==> src/rtl/serial_subtractor.sv <==
// Bit-serial unsigned subtractor: computes a - b one bit per clock, LSB first,
// and presents the difference and final borrow with a one-cycle done pulse.
`timescale 1ns/1ps
module serial_subtractor #(
  parameter int WIDTH = 4
) (
  input  logic             clk,
  input  logic             rst,
  input  logic             start,
  input  logic [WIDTH-1:0] a,
  input  logic [WIDTH-1:0] b,
  output logic [WIDTH-1:0] d,
  output logic             bout,
  output logic             busy,
  output logic             done
);

  localparam int CW = (WIDTH > 1) ? $clog2(WIDTH) : 1;
  localparam logic [CW-1:0] LAST = CW'(WIDTH - 1);

  typedef enum logic [1:0] {
    IDLE = 2'd0,
    RUN  = 2'd1,
    DONE = 2'd2
  } state_t;

  state_t           state_q, state_d;
  logic [WIDTH-1:0] a_sh_q, a_sh_d;
  logic [WIDTH-1:0] b_sh_q, b_sh_d;
  logic [WIDTH-1:0] res_q, res_d;
  logic             br_q, br_d;
  logic [CW-1:0]    cnt_q, cnt_d;
  logic [WIDTH-1:0] d_q, d_d;
  logic             bout_q, bout_d;
  logic             busy_q, busy_d;
  logic             done_q, done_d;
  logic             diff_bit;
  logic             borrow_next;

  always_comb begin
    state_d     = state_q;
    a_sh_d      = a_sh_q;
    b_sh_d      = b_sh_q;
    res_d       = res_q;
    br_d        = br_q;
    cnt_d       = cnt_q;
    d_d         = d_q;
    bout_d      = bout_q;
    diff_bit    = a_sh_q[0] ^ b_sh_q[0] ^ br_q;
    borrow_next = (~a_sh_q[0] & b_sh_q[0]) | (~(a_sh_q[0] ^ b_sh_q[0]) & br_q);

    case (state_q)
      IDLE: begin
        if (start) begin
          a_sh_d  = a;
          b_sh_d  = b;
          br_d    = 1'b0;
          cnt_d   = '0;
          state_d = RUN;
        end
      end
      RUN: begin
        a_sh_d             = a_sh_q >> 1;
        b_sh_d             = b_sh_q >> 1;
        res_d              = res_q >> 1;
        res_d[WIDTH-1]     = diff_bit;
        br_d               = borrow_next;
        // The last bit lands in the result on the same edge the outputs load,
        // so the outputs take the next-state value of the result and borrow.
        if (cnt_q == LAST) begin
          state_d = DONE;
          d_d     = res_d;
          bout_d  = borrow_next;
        end else begin
          cnt_d = cnt_q + 1'b1;
        end
      end
      DONE: begin
        state_d = IDLE;
      end
      default: begin
        state_d = IDLE;
      end
    endcase

    busy_d = (state_d != IDLE);
    done_d = (state_d == DONE);
  end

  always_ff @(posedge clk) begin
    if (rst) begin
      state_q <= IDLE;
      a_sh_q  <= '0;
      b_sh_q  <= '0;
      res_q   <= '0;
      br_q    <= 1'b0;
      cnt_q   <= '0;
      d_q     <= '0;
      bout_q  <= 1'b0;
      busy_q  <= 1'b0;
      done_q  <= 1'b0;
    end else begin
      state_q <= state_d;
      a_sh_q  <= a_sh_d;
      b_sh_q  <= b_sh_d;
      res_q   <= res_d;
      br_q    <= br_d;
      cnt_q   <= cnt_d;
      d_q     <= d_d;
      bout_q  <= bout_d;
      busy_q  <= busy_d;
      done_q  <= done_d;
    end
  end

  assign d    = d_q;
  assign bout = bout_q;
  assign busy = busy_q;
  assign done = done_q;

endmodule

==> config.mk <==
export PLATFORM = sky130hd
export DESIGN_NAME = serial_subtractor
export DESIGN_NICKNAME = d
export VERILOG_FILES = /design/src/rtl/serial_subtractor.sv
export SDC_FILE = /design/constraint.sdc
export NUM_CORES = 1
export LEC_CHECK = 0
export BUFFER_PORTS_ARGS = -buffer_cell sky130_fd_sc_hd__buf_2
export CORE_MARGIN = 2
export CORE_UTILIZATION = 47
export CTS_CLUSTER_DIAMETER = 50
export DETAILED_ROUTE_END_ITERATION = 10
export GPL_TIMING_DRIVEN = 1
export PLACE_DENSITY = 0.81
export SLEW_MARGIN = 20
export SYNTH_ARGS = -nofsm -noshare
export SYNTH_HDL_FRONTEND = slang
export SYNTH_SLANG_ARGS = --single-unit
export TNS_END_PERCENT = 10
==> constraint.sdc <==
create_clock -name clk -period 1.2 [get_ports clk]
set_input_delay 0.06 -clock clk [delete_from_list [all_inputs] [get_ports clk]]
set_output_delay 0.06 -clock clk [all_outputs]
set_load 0.03 [all_outputs]
### After elaboration in Yosys (flattened, before gate mapping)

Cells that the tools add are included.

* input bits: 11
* bits in registers: 24
* output and inout port bits: 7

* eq/ne operators: 5
* multiplexer cells: 12
* add/sub/neg operators: 1
* bitwise logic cells: 7
* reduce and logical (&&, ||, !) cells: 6

Operator list (count)
* $pmux W4 S2: 2
* $mux W2: 4
* $mux W4: 2
* $pmux W2 S2: 2
* $eq A2 B2 Y1 const B: 2
* $ne A2 B2 Y1 const B: 2
* $reduce_and A2 Y1: 2
* $reduce_bool A2 Y1: 2
* $reduce_and A3 Y1: 1
* $add A2 B1 Y2 const B: 1
* $and A1 B1 Y1: 2
* $eq A2 B1 Y1 const B: 1
* $logic_not A2 Y1: 1
* $not A1 Y1: 2
* $pmux W1 S2: 1
* $xor A1 B1 Y1: 2
* $mux W1: 1
* $or A1 B1 Y1: 1

### Longest topological paths before layout

* depth in word-level cells: 5
* mapped depth: 6
* mapped depth without buffers: 4

### Least setup slack after synthesis

OpenSTA, ideal clock, no wires.

* path kind: register -> register
* start point: reg cnt_q[0]
* end point: reg bout_q (netlist: bout)
* arrival time: 1.105 ns
* path slack: 0.004 ns
* setup time: 0.091 ns
* cell stages (with the launch flop): 5
* period minus slack after synthesis: 1.196 ns
* path through: dfxtp_1 -> ha_1 -> clkbuf_1 -> a21oi_1 -> a311oi_1

* cells in the longest elaborated chain, start to end: 2

RTL lines
* from (decl): line 32 `logic [CW-1:0] cnt_q, cnt_d;`
* from (signal assigned): line 108 `cnt_q <= cnt_d;`
* $eq A2 B2 Y1: line 70 `if (cnt_q == LAST) begin`
* $reduce_and A2 Y1 (no source line)
* to (signal assigned): line 110 `bout_q <= bout_d;`
* to (decl): line 34 `logic bout_q, bout_d;`

Every way passes these cells.
A chain may end at the register's enable or synchronous reset.

### Final worst setup path

* start point: reg a_sh_q[0]
* end point: reg d_q[3] (netlist: d[3])

* cells in the longest elaborated chain, start to end: 2

RTL lines
* from (decl): line 28 `logic [WIDTH-1:0] a_sh_q, a_sh_d;`
* from (signal assigned): line 104 `a_sh_q <= a_sh_d;`
* $xor A1 B1 Y1 (2 in series): line 49 `diff_bit = a_sh_q[0] ^ b_sh_q[0] ^ br_q;`
* net diff_bit: line 37 `logic diff_bit;`
* to (signal assigned): line 98 `d_q <= '0;`
* to (signal assigned): line 109 `d_q <= d_d;`
* to (decl): line 33 `logic [WIDTH-1:0] d_q, d_d;`

The timed path passes the listed nets, and every way through them passes these cells.

==> impl_metrics.toml <==
[outcome]
run_status = "completed"

[critical_path]
cp_top_family = "adder cells"
path_max_fanout = 2
crit_chain = "fa_1, nand3_1, a21oi_1"
path_class = "register to register"
r2r_start = "a_sh_q[0]"
worst-path-buf-inv = 0
crit_start = "a_sh_q[0]"
cp-start-kind = "register"
cp-end-kind = "register"
slowest_stage = "fa_1"
cpPeakStageDelay_ps = 560
cp.required_ps = 1430
arrival_ps = 1400

[drt]
final_antenna_net_count = 0
top_layer = "met4"
wl_met3_um = 67
route.vias.total = 747
met2WireLength_um = 850
met1_length_um = 795
route.detailed.drc = 0
wl_mm = 1.730
wl_per_cell_um = 11.61
via_per_inst = 5.013
drt_iter0_drc = 11
dr.pass1.iters = 4

[yosys]
syn_nets = 114
ys_seq_area_share_pct = 49.46
syn_area_per_cell_um2 = 9.217
yosysWarningCount = 0
netlist_instances = 101
syn_area_um2 = 930.9
yosysUniqueCellTypes = 23
ys_ff_latch = 23

[final_layout]
mostFrequentLayoutCells = "17 x dfxtp_1, 17 x buf_2, 13 x nor2_1, 12 x nand2_1, 9 x a21oi_1"
syn_to_final_growth_pct = 21.50
n_fill_cell = 187
nNetsFinal = 136
final_cell_area_um2 = 1131
drive_above_1_share_pct = 31.15
antennaDiodeCount = 0
register_area_um2 = 470.5
multi_input_area_um2 = 432.9
fin_util_pct = 58.85

[power_and_ir_drop]
seqPwrFrac_pct = 61.2
p_sw_share_pct = 24.59
combPwrFrac_pct = 13.2
vdd_drop_max_v = 0.0007669
intPower_mw = 1.014
p_switching_uw = 330.7
power_mw = 1.345
p_per_area_nw_per_um2 = 1189
pwr-share-clk_pct = 25.7
p_leak_nw = 0.4657

[grt]
grt-ovfl-total = 0
grt_pass1_wl_mm = 3.160
grt_usage_pct = 17.13
antenna_found_initial = 0
grt_pass1_vias = 731
grt_max_degree = 24

[timing]
hold_violations = 0
slew_headroom_pct = 72.27
fin_crit_ps = 1168
tns_ps = 0
worst_pin_slew_ps = 415.9
fin_crit_sh_pct = 97.29
setup_violations = 0
timing.fmax_mhz = 856.5
rsz0062_at_grt = "true"
drv_slew = 0
fin_skew_ps = 4.672

[clock_network]
clock_tree.root_cell = "clkbuf_4"
cts.clk_slew.worst_paths_ps = 120
clock-sinks = 23
clk_path_buf_depth = 2
htreeDepth = 1
tritoncts = "yes"
cts-buffers-inserted = 3
insertion_delay_ps = 300

[placed_design]
port_buffers = 17
placed_cell_area_um2 = 1055
dp_hpwl_mm = 1.233
gp_congestion = 0.7788

[die]
dieArea_um2 = 2353
die_h_um = 48.51
start_util_pct = 48.44
die_x_um = 48.51
core_area_um2 = 1922
row_count = 16
ios = 18

[worst_hold_path]
hp-start = "a[3]"
min_path_type = "primary input to register"

[flow_run]
max_cap_violations = 0
[layout make-up]
class	instances	area share, %
multi-input cells	68	38.27
well taps	27	2.987
inverters	2	0.6637
flip-flops and latches	23	41.59
repair buffers	25	14.16
clock buffers	4	2.323
[through the flow]
stage | hold WS (ps) | setup WS, ps | std cells
2_1_floorplan | 132.1 | 4.391 | 101
3_3_place_gp | 298.7 | 59.17 | 143
3_5_place_dp | 312.1 | 10.64 | 143
4_1_cts | 3.489 | 0.2711 | 148
5_1_grt | 0.03492 | -12.27 | 149
6_report | 1.224 | 32.48 | 149
[Yosys cell counts (all sizes together)]
cell type / instances / share of area (%)
ha: 1 / 1.3
nand3: 6 / 3.2
fa: 1 / 2.2
dfxtp: 23 / 49
a21oi: 9 / 4.8
a2bb2oi: 1 / 0.94
buf: 5 / 4.4
inv: 2 / 0.81
nor3b: 1 / 0.81
nand3b: 1 / 0.81
mux2i: 6 / 6.5
a211oi: 7 / 5.6
clkbuf: 3 / 1.2
a31oi: 2 / 1.3
a22oi: 2 / 1.6
nor2: 13 / 5.2
a311oi: 1 / 0.94
nand2: 12 / 4.8
o21bai: 1 / 0.81
nor4b: 1 / 0.94
nand2b: 2 / 1.3
and2b: 1 / 0.81
[cell families after synthesis]
family,share of synthesized area [%]
buffers and inverters,6.452
adders and majority gates,3.494
muxes,6.452
DFF,49.46
AOI/OAI and AO/OA,16.13
and+or+nand+nor,18.01
[power groups by stage]
stage               combinational, mW  clock, mW  sequential (mW)
CTS                             0.170      0.354            0.821
global route                    0.198      0.386            0.828
detailed placement              0.165          0            0.838
global placement                0.156          0            0.836
floorplan                       0.117          0            0.835
finish                          0.177      0.345            0.823
[timing repair]
| item | in CTS | in global routing |
|---|---|---|
| endpoints found under the hold margin | 1 | 0 |
| gates resized for setup | 3 | 10 |
| hold buffers | 1 | 0 |
| setup buffers | 0 | 1 |
| pin swaps | 0 | 1 |
| setup endpoints to repair | 5 | 11 |
[worst paths after layout]
check	slack, ps	depth (start not counted)	to
max	30	3	d[3]
min reg2reg	460	2	d[2]
min	1	3	a_sh_q[3]
max reg2reg	30	3	d[3]
[worst reg2reg max path, delay by kind of cell (launching register included)]
kind / cells / cell delay (ps)
compound gates: 1 / 120
fa+ha+maj: 1 / 560
simple gates: 1 / 70
flops: 1 / 350
[state kept, by name, indices dropped and copies added (netlist names), 2 cells and up]
signal / flops
d: 4
b_sh_q: 4
a_sh_q: 4
res_q: 3
state_q: 2
cnt_q: 2
[per-layer routing]
| metal | vias to the layer above | global-route usage, % |
|---|---|---|
| met3 | 2 | 3.086 |
| li1 | 392 | - |
| met5 | - | 0 |
| met1 | 338 | 21.03 |
| met4 | 0 | 7.143 |
| met2 | 15 | 29.63 |
Note: power is estimated with default switching activity, not from simulation.
